[config.mk]
export PLATFORM = sky130hd
export DESIGN_NAME = cuasi_alu_arbiter
export DESIGN_NICKNAME = d
export VERILOG_FILES = /design/src/rtl/cuasi_alu_arbiter.sv
export SDC_FILE = /design/constraint.sdc
export NUM_CORES = 1
export LEC_CHECK = 0
export ABC_AREA = 1
export CAP_MARGIN = 10
export CELL_PAD_IN_SITES_DETAIL_PLACEMENT = 1
export CELL_PAD_IN_SITES_GLOBAL_PLACEMENT = 2
export CORE_UTILIZATION = 21
export DETAILED_ROUTE_END_ITERATION = 7
export GPL_TIMING_DRIVEN = 0
export PLACE_DENSITY = 0.85
export SLEW_MARGIN = 0
export SYNTH_ARGS = -nofsm -noshare
export SYNTH_HDL_FRONTEND = slang
export SYNTH_SLANG_ARGS = --single-unit
export TNS_END_PERCENT = 50
[constraint.sdc]
create_clock -name i_clk -period 1.49 [get_ports i_clk]
set_input_delay 0.149 -clock i_clk [delete_from_list [all_inputs] [get_ports i_clk]]
set_output_delay 0.149 -clock i_clk [all_outputs]
set_load 0.05 [all_outputs]
[src/rtl/cuasi_alu_arbiter.sv]
// -----------------------------------------------------------------------------
// cuasi_alu_arbiter
//
// Purpose:
//   Shares a single combinational cuasi ALU between two requesters. A
//   round-robin arbiter picks one requester while the block is idle. The
//   block then registers that requester's operands onto the ALU ports, waits
//   ALU_LAT cycles, captures the ALU result and presents it on a valid/ready
//   response channel tagged with the requester id. Only one operation is in
//   flight at a time.
//
// Parameters:
//   WIDTH    operand/result width of the ALU (a, b, c)
//   SEL_W    ALU opcode width (the opcode is forwarded, never decoded here)
//   ALU_LAT  cycles between operand launch and sampling of i_alu_c (1..15)
//
// Ports:
//   i_clk           rising-edge clock
//   i_rst           synchronous, active-high reset
//   i_req0_valid    requester 0 has an operation
//   o_req0_ready    requester 0 operation accepted this cycle (comb, IDLE only)
//   i_req0_a/b/sel  requester 0 operands and opcode
//   i_req1_valid    requester 1 has an operation
//   o_req1_ready    requester 1 operation accepted this cycle (comb, IDLE only)
//   i_req1_a/b/sel  requester 1 operands and opcode
//   o_rsp_valid     response available (registered)
//   i_rsp_ready     consumer accepts the response
//   o_rsp_id        requester that owns the response (registered)
//   o_rsp_c         captured ALU result (registered)
//   o_alu_a/b/sel   registered operands/opcode driven to the ALU
//   i_alu_c         ALU result
// -----------------------------------------------------------------------------
module cuasi_alu_arbiter #(
   parameter int WIDTH   = 4,
   parameter int SEL_W   = 4,
   parameter int ALU_LAT = 1
) (
   input  logic               i_clk,
   input  logic               i_rst,
   input  logic               i_req0_valid,
   output logic               o_req0_ready,
   input  logic [WIDTH-1:0]   i_req0_a,
   input  logic [WIDTH-1:0]   i_req0_b,
   input  logic [SEL_W-1:0]   i_req0_sel,
   input  logic               i_req1_valid,
   output logic               o_req1_ready,
   input  logic [WIDTH-1:0]   i_req1_a,
   input  logic [WIDTH-1:0]   i_req1_b,
   input  logic [SEL_W-1:0]   i_req1_sel,
   output logic               o_rsp_valid,
   input  logic               i_rsp_ready,
   output logic               o_rsp_id,
   output logic [WIDTH-1:0]   o_rsp_c,
   output logic [WIDTH-1:0]   o_alu_a,
   output logic [WIDTH-1:0]   o_alu_b,
   output logic [SEL_W-1:0]   o_alu_sel,
   input  logic [WIDTH-1:0]   i_alu_c
);

   // Wait counter is 4 bits wide, which covers the legal ALU_LAT range 1..15.
   localparam logic [3:0] LAT_LOAD = 4'(ALU_LAT);

   typedef enum logic [1:0] {
      ST_IDLE = 2'd0,
      ST_WAIT = 2'd1,
      ST_RESP = 2'd2
   } state_t;

   state_t              r_state;
   state_t              w_next_state;

   logic                r_last_grant;
   logic [3:0]          r_cnt;
   logic                r_id;
   logic                r_rsp_valid;
   logic                r_rsp_id;
   logic [WIDTH-1:0]    r_rsp_c;
   logic [WIDTH-1:0]    r_alu_a;
   logic [WIDTH-1:0]    r_alu_b;
   logic [SEL_W-1:0]    r_alu_sel;

   logic                w_grant;
   logic                w_any_valid;
   logic                w_req0_ready;
   logic                w_req1_ready;
   logic                w_accept;
   logic                w_cnt_done;
   logic                w_rsp_hs;

   assign w_any_valid = i_req0_valid | i_req1_valid;
   assign w_accept    = w_req0_ready | w_req1_ready;
   assign w_rsp_hs    = r_rsp_valid & i_rsp_ready;

   // A counter at 0 can only come from a corrupted state; treat it as done
   // rather than wrapping to 15 and stalling for a full count.
   assign w_cnt_done  = (r_cnt <= 4'd1);

   // Round-robin grant: a lone requester wins outright, a tie goes to the
   // requester that was not served last.
   always_comb begin
      w_grant = 1'b0;
      if (i_req0_valid && i_req1_valid) begin
         w_grant = ~r_last_grant;
      end else if (i_req1_valid) begin
         w_grant = 1'b1;
      end else begin
         w_grant = 1'b0;
      end
   end

   // State register.
   always_ff @(posedge i_clk) begin
      if (i_rst) begin
         r_state <= ST_IDLE;
      end else begin
         r_state <= w_next_state;
      end
   end

   // Next-state logic for IDLE -> WAIT -> RESP -> IDLE.
   always_comb begin
      w_next_state = r_state;
      case (r_state)
         ST_IDLE: begin
            if (w_accept) begin
               w_next_state = ST_WAIT;
            end else begin
               w_next_state = ST_IDLE;
            end
         end
         ST_WAIT: begin
            if (w_cnt_done) begin
               w_next_state = ST_RESP;
            end else begin
               w_next_state = ST_WAIT;
            end
         end
         ST_RESP: begin
            if (w_rsp_hs) begin
               w_next_state = ST_IDLE;
            end else begin
               w_next_state = ST_RESP;
            end
         end
         default: begin
            w_next_state = ST_IDLE;
         end
      endcase
   end

   // Ready outputs: only the granted requester, only in IDLE, never while
   // reset is asserted.
   always_comb begin
      w_req0_ready = 1'b0;
      w_req1_ready = 1'b0;
      case (r_state)
         ST_IDLE: begin
            if (!i_rst && w_any_valid) begin
               w_req0_ready = ~w_grant;
               w_req1_ready = w_grant;
            end else begin
               w_req0_ready = 1'b0;
               w_req1_ready = 1'b0;
            end
         end
         default: begin
            w_req0_ready = 1'b0;
            w_req1_ready = 1'b0;
         end
      endcase
   end

   // Operand launch: the accepted requester's operands go to the ALU and stay
   // there until the next acceptance (not cleared on completion).
   always_ff @(posedge i_clk) begin
      if (i_rst) begin
         r_alu_a   <= {WIDTH{1'b0}};
         r_alu_b   <= {WIDTH{1'b0}};
         r_alu_sel <= {SEL_W{1'b0}};
         r_id      <= 1'b0;
      end else if (w_accept) begin
         if (w_grant) begin
            r_alu_a   <= i_req1_a;
            r_alu_b   <= i_req1_b;
            r_alu_sel <= i_req1_sel;
         end else begin
            r_alu_a   <= i_req0_a;
            r_alu_b   <= i_req0_b;
            r_alu_sel <= i_req0_sel;
         end
         r_id <= w_grant;
      end else begin
         r_alu_a   <= r_alu_a;
         r_alu_b   <= r_alu_b;
         r_alu_sel <= r_alu_sel;
         r_id      <= r_id;
      end
   end

   // Latency counter: loaded on acceptance, counts down while waiting.
   always_ff @(posedge i_clk) begin
      if (i_rst) begin
         r_cnt <= 4'd0;
      end else if (w_accept) begin
         r_cnt <= LAT_LOAD;
      end else if (r_state == ST_WAIT && !w_cnt_done) begin
         r_cnt <= r_cnt - 4'd1;
      end else if (r_state == ST_WAIT) begin
         r_cnt <= 4'd0;
      end else begin
         r_cnt <= r_cnt;
      end
   end

   // Response capture and hold: result and id are frozen while rsp_valid is
   // high; the round-robin pointer moves only once the result is captured.
   always_ff @(posedge i_clk) begin
      if (i_rst) begin
         r_rsp_valid  <= 1'b0;
         r_rsp_id     <= 1'b0;
         r_rsp_c      <= {WIDTH{1'b0}};
         r_last_grant <= 1'b1;
      end else if (r_state == ST_WAIT && w_cnt_done) begin
         r_rsp_valid  <= 1'b1;
         r_rsp_id     <= r_id;
         r_rsp_c      <= i_alu_c;
         r_last_grant <= r_id;
      end else if (r_state == ST_RESP && w_rsp_hs) begin
         r_rsp_valid  <= 1'b0;
      end else begin
         r_rsp_valid  <= r_rsp_valid;
         r_rsp_id     <= r_rsp_id;
         r_rsp_c      <= r_rsp_c;
         r_last_grant <= r_last_grant;
      end
   end

   assign o_req0_ready = w_req0_ready;
   assign o_req1_ready = w_req1_ready;
   assign o_rsp_valid  = r_rsp_valid;
   assign o_rsp_id     = r_rsp_id;
   assign o_rsp_c      = r_rsp_c;
   assign o_alu_a      = r_alu_a;
   assign o_alu_b      = r_alu_b;
   assign o_alu_sel    = r_alu_sel;

endmodule

==> impl_metrics.toml, run 1 <==
[sta]
fmax_ghz = 0.7011
min_period_over_period_pct = 95.72
layout_min_cycle_time_ps = 1426
hold_viol_final = 0
finClkSkew_ps = 3.922
slew_headroom_pct = 66.39
rsz0062_at_grt = "yes"
worst_pin_slew_ps = 506.2
drv_slew = 0
timing.hold.ws_ps = 377.4
setup_viol = 0

[run]
drv_cap = 0

[drt]
vias = 1356
viasPerCell = 4.278
wl_mm = 3.812
route.detailed.wl_per_inst_um = 12.03
drtAntennaViolNets = 0
drc = 0
drt_iter0_drc = 27
firstDrtPassIters = 4

[worst_setup_path]
r2r_start = "r_cnt[0]$_SDFFE_PP0P_"
crit_path_start_kind = "flop"
cp.required_ps = 1340
crit_path_end_kind = "output pin"
crit_path_start = "r_state[0]$_SDFF_PP0_"
cp_max_fo = 4
crit_type = "reg -> out"
cp_data_arrival_time_ps = 1280

[floorplanning]
die_w_um = 78.73
num_rows = 27
dieArea_um2 = 6198
die_y_um = 78.73
core_area_um2 = 5574
ioPinCount = 53
start_util_pct = 22.18

[clock_tree]
cts_root_buffer = "clkbuf_8"
clkTransAtPathRegs_ps = 90
cts_hold_buf = 0
htree_levels = 1
numCtsBuffers = 3
clock_latency_ps = 270
cts_buffer_depth = 2
clock-sinks = 26
cts_tree = "yes"

[cells_and_area]
final_cells = 317
final_cell_mix = "72 x nand2_1, 29 x clkdlybuf4s50_1, 23 x dfxtp_1, 21 x a21oi_1, 20 x dlygate4sd2_1"
fin_area_um2 = 2016
fin_util_pct = 36.16
num_antenna_cells = 0
nets = 281
syn_to_final_growth_pct = 63.06
final_common_cell = "nand2_1"
drive_gt1_share_pct = 17.55

[logic_synthesis]
yosysWarnings = 0
postSynthCellCount = 180
synth-seq-cells = 26
synth_fp_nets = 215
synth_area_um2 = 1236
synth_cell_types = 20
seq_area_frac_synth_pct = 42.11
syn_avg_cell_area_um2 = 6.868

[power_and_ir_drop]
power.leakage_nw = 0.9380
ir_drop_mv = 0.3526
p_total_mw = 2.030
power_density_nw_per_um2 = 1007

[min_path]
hp-start = "i_rst"
hold_class = "in -> reg"

[grt]
grt_pass1_vias = 1376
antenna_found_initial = 0
grt_remaining_overflow = 0
track_usage_pct = 13.06
grt_pass1_wl_mm = 6.396
grt_max_degree = 16

[placed_design]
gp_congestion = 0.7633
port_buffers = 52
dp_hpwl_mm = 2.733
dp_cells = 304
placed_area_um2 = 1849

[run_status]
status = "finished, final reports clean"
[registers in the layout (all words and copies together) (netlist names)]
name,cells
o_rsp_c,4
r_last_grant,1
r_id,1
o_alu_b,4
o_alu_a,4
r_state,2
o_rsp_valid,1
r_cnt,4
o_rsp_id,1
o_alu_sel,4
[final timing paths]
kind	endpoint	slack, ps	cells after the start
worst min-delay path	r_last_grant$_SDFFE_PP1P_	380	4
worst max register to register	r_cnt[0]$_SDFFE_PP0P_	210	9
worst min register to register	o_alu_b[3]$_SDFFE_PP0P_	460	2
worst max-delay path	o_req1_ready	60	7
[routing by layer]
metal / routed length [um] / GRT usage (%) / up-vias
li1: - / - / 704
met3: 246 / 4.023 / 4
met5: 0 / 0 / -
met2: 1855 / 23.48 / 34
met4: 32 / 3.333 / 0
met1: 1677 / 14.86 / 614
[power breakdown]
part,switching [mW],internal (mW),total [mW]
Clock,0.230,0.360,0.590
Combinational,0.390,0.259,0.649
Sequential,0.0374,0.753,0.791
[timing repair]
| action | CTS | global route |
|---|---|---|
| endpoints found under the setup margin | 20 | 4 |
| pin swaps | 1 | 2 |
| setup buffers | 3 | 6 |
| resized for setup | 41 | 13 |
[kinds of logic after synthesis]
logic type | synth area share [%]
compound gates | 8.906
flops | 42.11
simple gates | 39.07
fa+ha+maj | 2.024
buf+inv | 7.187
xor+xnor | 0.7086
[per-stage QoR]
stage | worst slack (ps) | setup TNS, ps
3_5_place_dp | -862.1 | -1902
2_1_floorplan | 187.9 | 0
5_1_grt | -26.52 | -26.52
3_3_place_gp | -864.5 | -1773
4_1_cts | -98.38 | -98.38
6_report | 63.75 | 0
[worst max-delay path: stages (launching register included)]
cell,delay (ps)
dfxtp_2,350
inv_2,80
nand3_2,100
nor2_4,110
buf_6,120
nand2_2,50
inv_2,60
buf_8,140
[cell usage after synthesis, drive strengths merged]
| cell type | count | area (um^2) |
|---|---|---|
| dfxtp | 26 | 520.5 |
| nand2 | 76 | 292.8 |
| nand3 | 21 | 115.1 |
| buf | 5 | 40.04 |
| inv | 11 | 41.29 |
| nand3b | 1 | 7.510 |
| nand4 | 1 | 6.260 |
| o21ai | 1 | 5.000 |
| clkbuf | 2 | 7.510 |
| nor3 | 1 | 5.000 |
| xor2 | 1 | 8.760 |
| ha | 2 | 25.02 |
| nor2 | 11 | 56.31 |
| a21oi | 21 | 105.1 |
[cell type report]
class,instances,area (um^2)
repair buffers,61,571.8
plain buffers,7,55.05
flip-flops and latches,26,526.8
fillers,708,3558
clock inverters,1,30.03
multi-input cells,136,659.4
clock buffers,3,41.29
well taps,72,90.09
inverters,11,41.29
Power figures use the tool's default switching activity.
==> inputs of run 2 (changes only) <==
--- a/config.mk
+++ b/config.mk
@@ -13,7 +13,6 @@
 export DETAILED_ROUTE_END_ITERATION = 7
 export GPL_TIMING_DRIVEN = 0
 export PLACE_DENSITY = 0.85
-export SLEW_MARGIN = 0
 export SYNTH_ARGS = -nofsm -noshare
 export SYNTH_HDL_FRONTEND = slang
 export SYNTH_SLANG_ARGS = --single-unit
==> results of run 2 <==
No change in the layout: final DEF, timing and power equal those of run 1.
==> inputs of run 3 (changes only) <==
--- a/config.mk
+++ b/config.mk
@@ -11,7 +11,6 @@
 export CELL_PAD_IN_SITES_GLOBAL_PLACEMENT = 2
 export CORE_UTILIZATION = 21
 export DETAILED_ROUTE_END_ITERATION = 7
-export GPL_TIMING_DRIVEN = 0
 export PLACE_DENSITY = 0.85
 export SYNTH_ARGS = -nofsm -noshare
 export SYNTH_HDL_FRONTEND = slang
==> constraint.sdc (replaced) <==
create_clock -name i_clk -period 1.5 [get_ports i_clk]
set_input_delay 0.15 -clock i_clk [delete_from_list [all_inputs] [get_ports i_clk]]
set_output_delay 0.15 -clock i_clk [all_outputs]
set_load 0.05 [all_outputs]
==> run 3 against run 2 <==
  * Hold slack worse by 27 ps
  * Largest cell class unchanged
  * Via count down 1.4%
  * Cell count down 0.95%
  * Global-route usage up 0.053 points
  * Sequential cell count unchanged
  * Sequential share of layout area up 0.60 points
  * Critical endpoint unchanged
==> impl_metrics.toml, run 3 (synthesis results as in run 1) <==
[grt]
track_usage_pct = 13.12
antenna_found_initial = 0
grt_max_degree = 16
grt_pass1_wl_mm = 6.437
grt_pass1_vias = 1348
grt_remaining_overflow = 0

[clock_tree]
post_cts_buffers = 0
numCtsBuffers = 3
clkTransAtPathRegs_ps = 90
cts_tree = "yes"
htree_levels = 1
cts_root_buffer = "clkbuf_8"
clock_latency_ps = 270
clock-sinks = 26
cts_buffer_depth = 2

[min_path]
hp-start = "i_rst"
hold-path-cell-count = 3
hold_end = "r_state[1]$_SDFF_PP0_"
hold_class = "in -> reg"

[cells_and_area]
final_common_cell = "nand2_1"
drive_gt1_share_pct = 21.07
nets = 278
fin_util_pct = 35.02
num_antenna_cells = 0
syn_to_final_growth_pct = 57.89
final_cell_mix = "75 x nand2_1, 31 x buf_4, 30 x clkdlybuf4s50_1, 25 x dfxtp_1, 21 x a21oi_1"
final_cells = 314
fin_area_um2 = 1952

[sta]
worst_pin_slew_ps = 284.6
hold_viol_final = 0
finClkSkew_ps = 7.399
fmax_ghz = 0.7072
setup_slack_ps = 85.91
slew_headroom_pct = 80.88
drv_slew = 0
layout_min_cycle_time_ps = 1414
timing.hold.ws_ps = 349.9
finalSetupTns_ps = 0
min_period_over_period_pct = 94.27
setup_viol = 0
rsz0062_at_grt = "no"

[drt]
drc = 0
drt_iter0_drc = 22
firstDrtPassIters = 4
vias = 1337
viasPerCell = 4.258
drtAntennaViolNets = 0
route.detailed.wl_per_inst_um = 12.06
wl_mm = 3.788

[floorplanning]
num_rows = 27
dieArea_um2 = 6198
die_y_um = 78.73
core_area_um2 = 5574
start_util_pct = 22.18
ioPinCount = 53
die_w_um = 78.73

[power_and_ir_drop]
p_total_mw = 2.006
pwr-share-comb_pct = 31.5
power.leakage_nw = 0.8841
ir_drop_mv = 0.5840
switching_share_pct = 32.15
internal_power_mw = 1.361
p_switching_uw = 644.7
power_density_nw_per_um2 = 1028
p_seq_share_pct = 39.1
power_frac_clock_pct = 29.3

[worst_setup_path]
critPathBufInv = 4
max_stage_delay_ps = 500
worstPathCellList = "clkdlybuf4s50_1, nand2_1, nand2_1, inv_1, nand2_1, inv_2, buf_12"
cp_slowest_cell = "clkdlybuf4s50_1"
cp_max_fo = 3
crit_path_end_kind = "output pin"
r2r_cells = 9
cpMostUsedCell = "nand2_1"
crit_path_start_kind = "input port"
worst_r2r_endpoint = "r_cnt[0]$_SDFFE_PP0P_"
cp.required_ps = 1350
ff2ff_setup_slack_ps = 160
cp_data_arrival_time_ps = 1260
crit_type = "in -> out"
r2r_start = "r_cnt[0]$_SDFFE_PP0P_"
cp_top_family = "buffers and inverters"

[placed_design]
dp_hpwl_mm = 2.882
dp_slack_ps = 48.33
placed_area_um2 = 1874
port_buffers = 52
dp_cells = 310
gp_congestion = 0.7564

[run]
drv_cap = 0

[run_status]
status = "finished, final reports clean"
==> run 3: cell count changes in the layout (fill, tap and decap cells not counted), moves of 3 or more <==
cell,change
dlygate4sd2_1,-20
buf_6,-3
buf_4,+22
nand2_1,+3
==> run 3: how the worst max path moves through the flow <==
stage / cells after the start / startpoint / end / slack (ps)
5_1_grt: 8 / r_cnt[0]$_SDFFE_PP0P_ / o_rsp_c[1]$_SDFFE_PP0P_ / 0.6
2_1_floorplan: 6 / r_state[0]$_SDFF_PP0_ / o_req1_ready / 200
6_report: 7 / i_req0_valid / o_req1_ready / 90
3_5_place_dp: 8 / i_req1_valid / r_cnt[0]$_SDFFE_PP0P_ / 50
4_1_cts: 6 / i_req1_valid / o_req0_ready / 7
3_3_place_gp: 7 / i_rst / o_req1_ready / 80
==> run 3: power by group through the flow <==
stage               Clock [mW]  Combinational [mW]  Sequential [mW]
CTS                      0.608               0.643            0.785
global route             0.634               0.696            0.793
global placement             0               0.632            0.799
detailed placement           0               0.638            0.801
finish                   0.588               0.633            0.785
floorplan                    0               0.261            0.917
==> run 3: worst register-to-register path, stage by stage (launching register included) <==
cell and delay [ps]:
dfxtp_1 340, inv_1 100, ha_1 170, inv_1 40
nand2_1 100, nand2_1 110, nor2_2 210, nor2_1 80
nand2_1 70, inv_1 30
==> run 3: layout make-up <==
| cell class | instances | area (um^2) |
|---|---|---|
| Fill cell | 715 | 3622 |
| Multi-Input combinational cell | 136 | 629.4 |
| Timing Repair Buffer | 65 | 598.1 |
| Sequential cell | 26 | 521.8 |
| Tap cell | 72 | 90.09 |
| Clock buffer | 3 | 41.29 |
| Inverter | 11 | 41.29 |
| Clock inverter | 1 | 30.03 |
==> run 3: per-layer routing <==
layer	track usage (%)	part of all wire [%]
met4	1.667	0.53
met5	0	0
met1	17.77	48
met2	21.48	45
met3	3.218	6.0
==> run 3: what timing repair did <==
item	CTS	global route
setup endpoints to repair	0	2
hold buffers	0	0
resized for setup	0	5
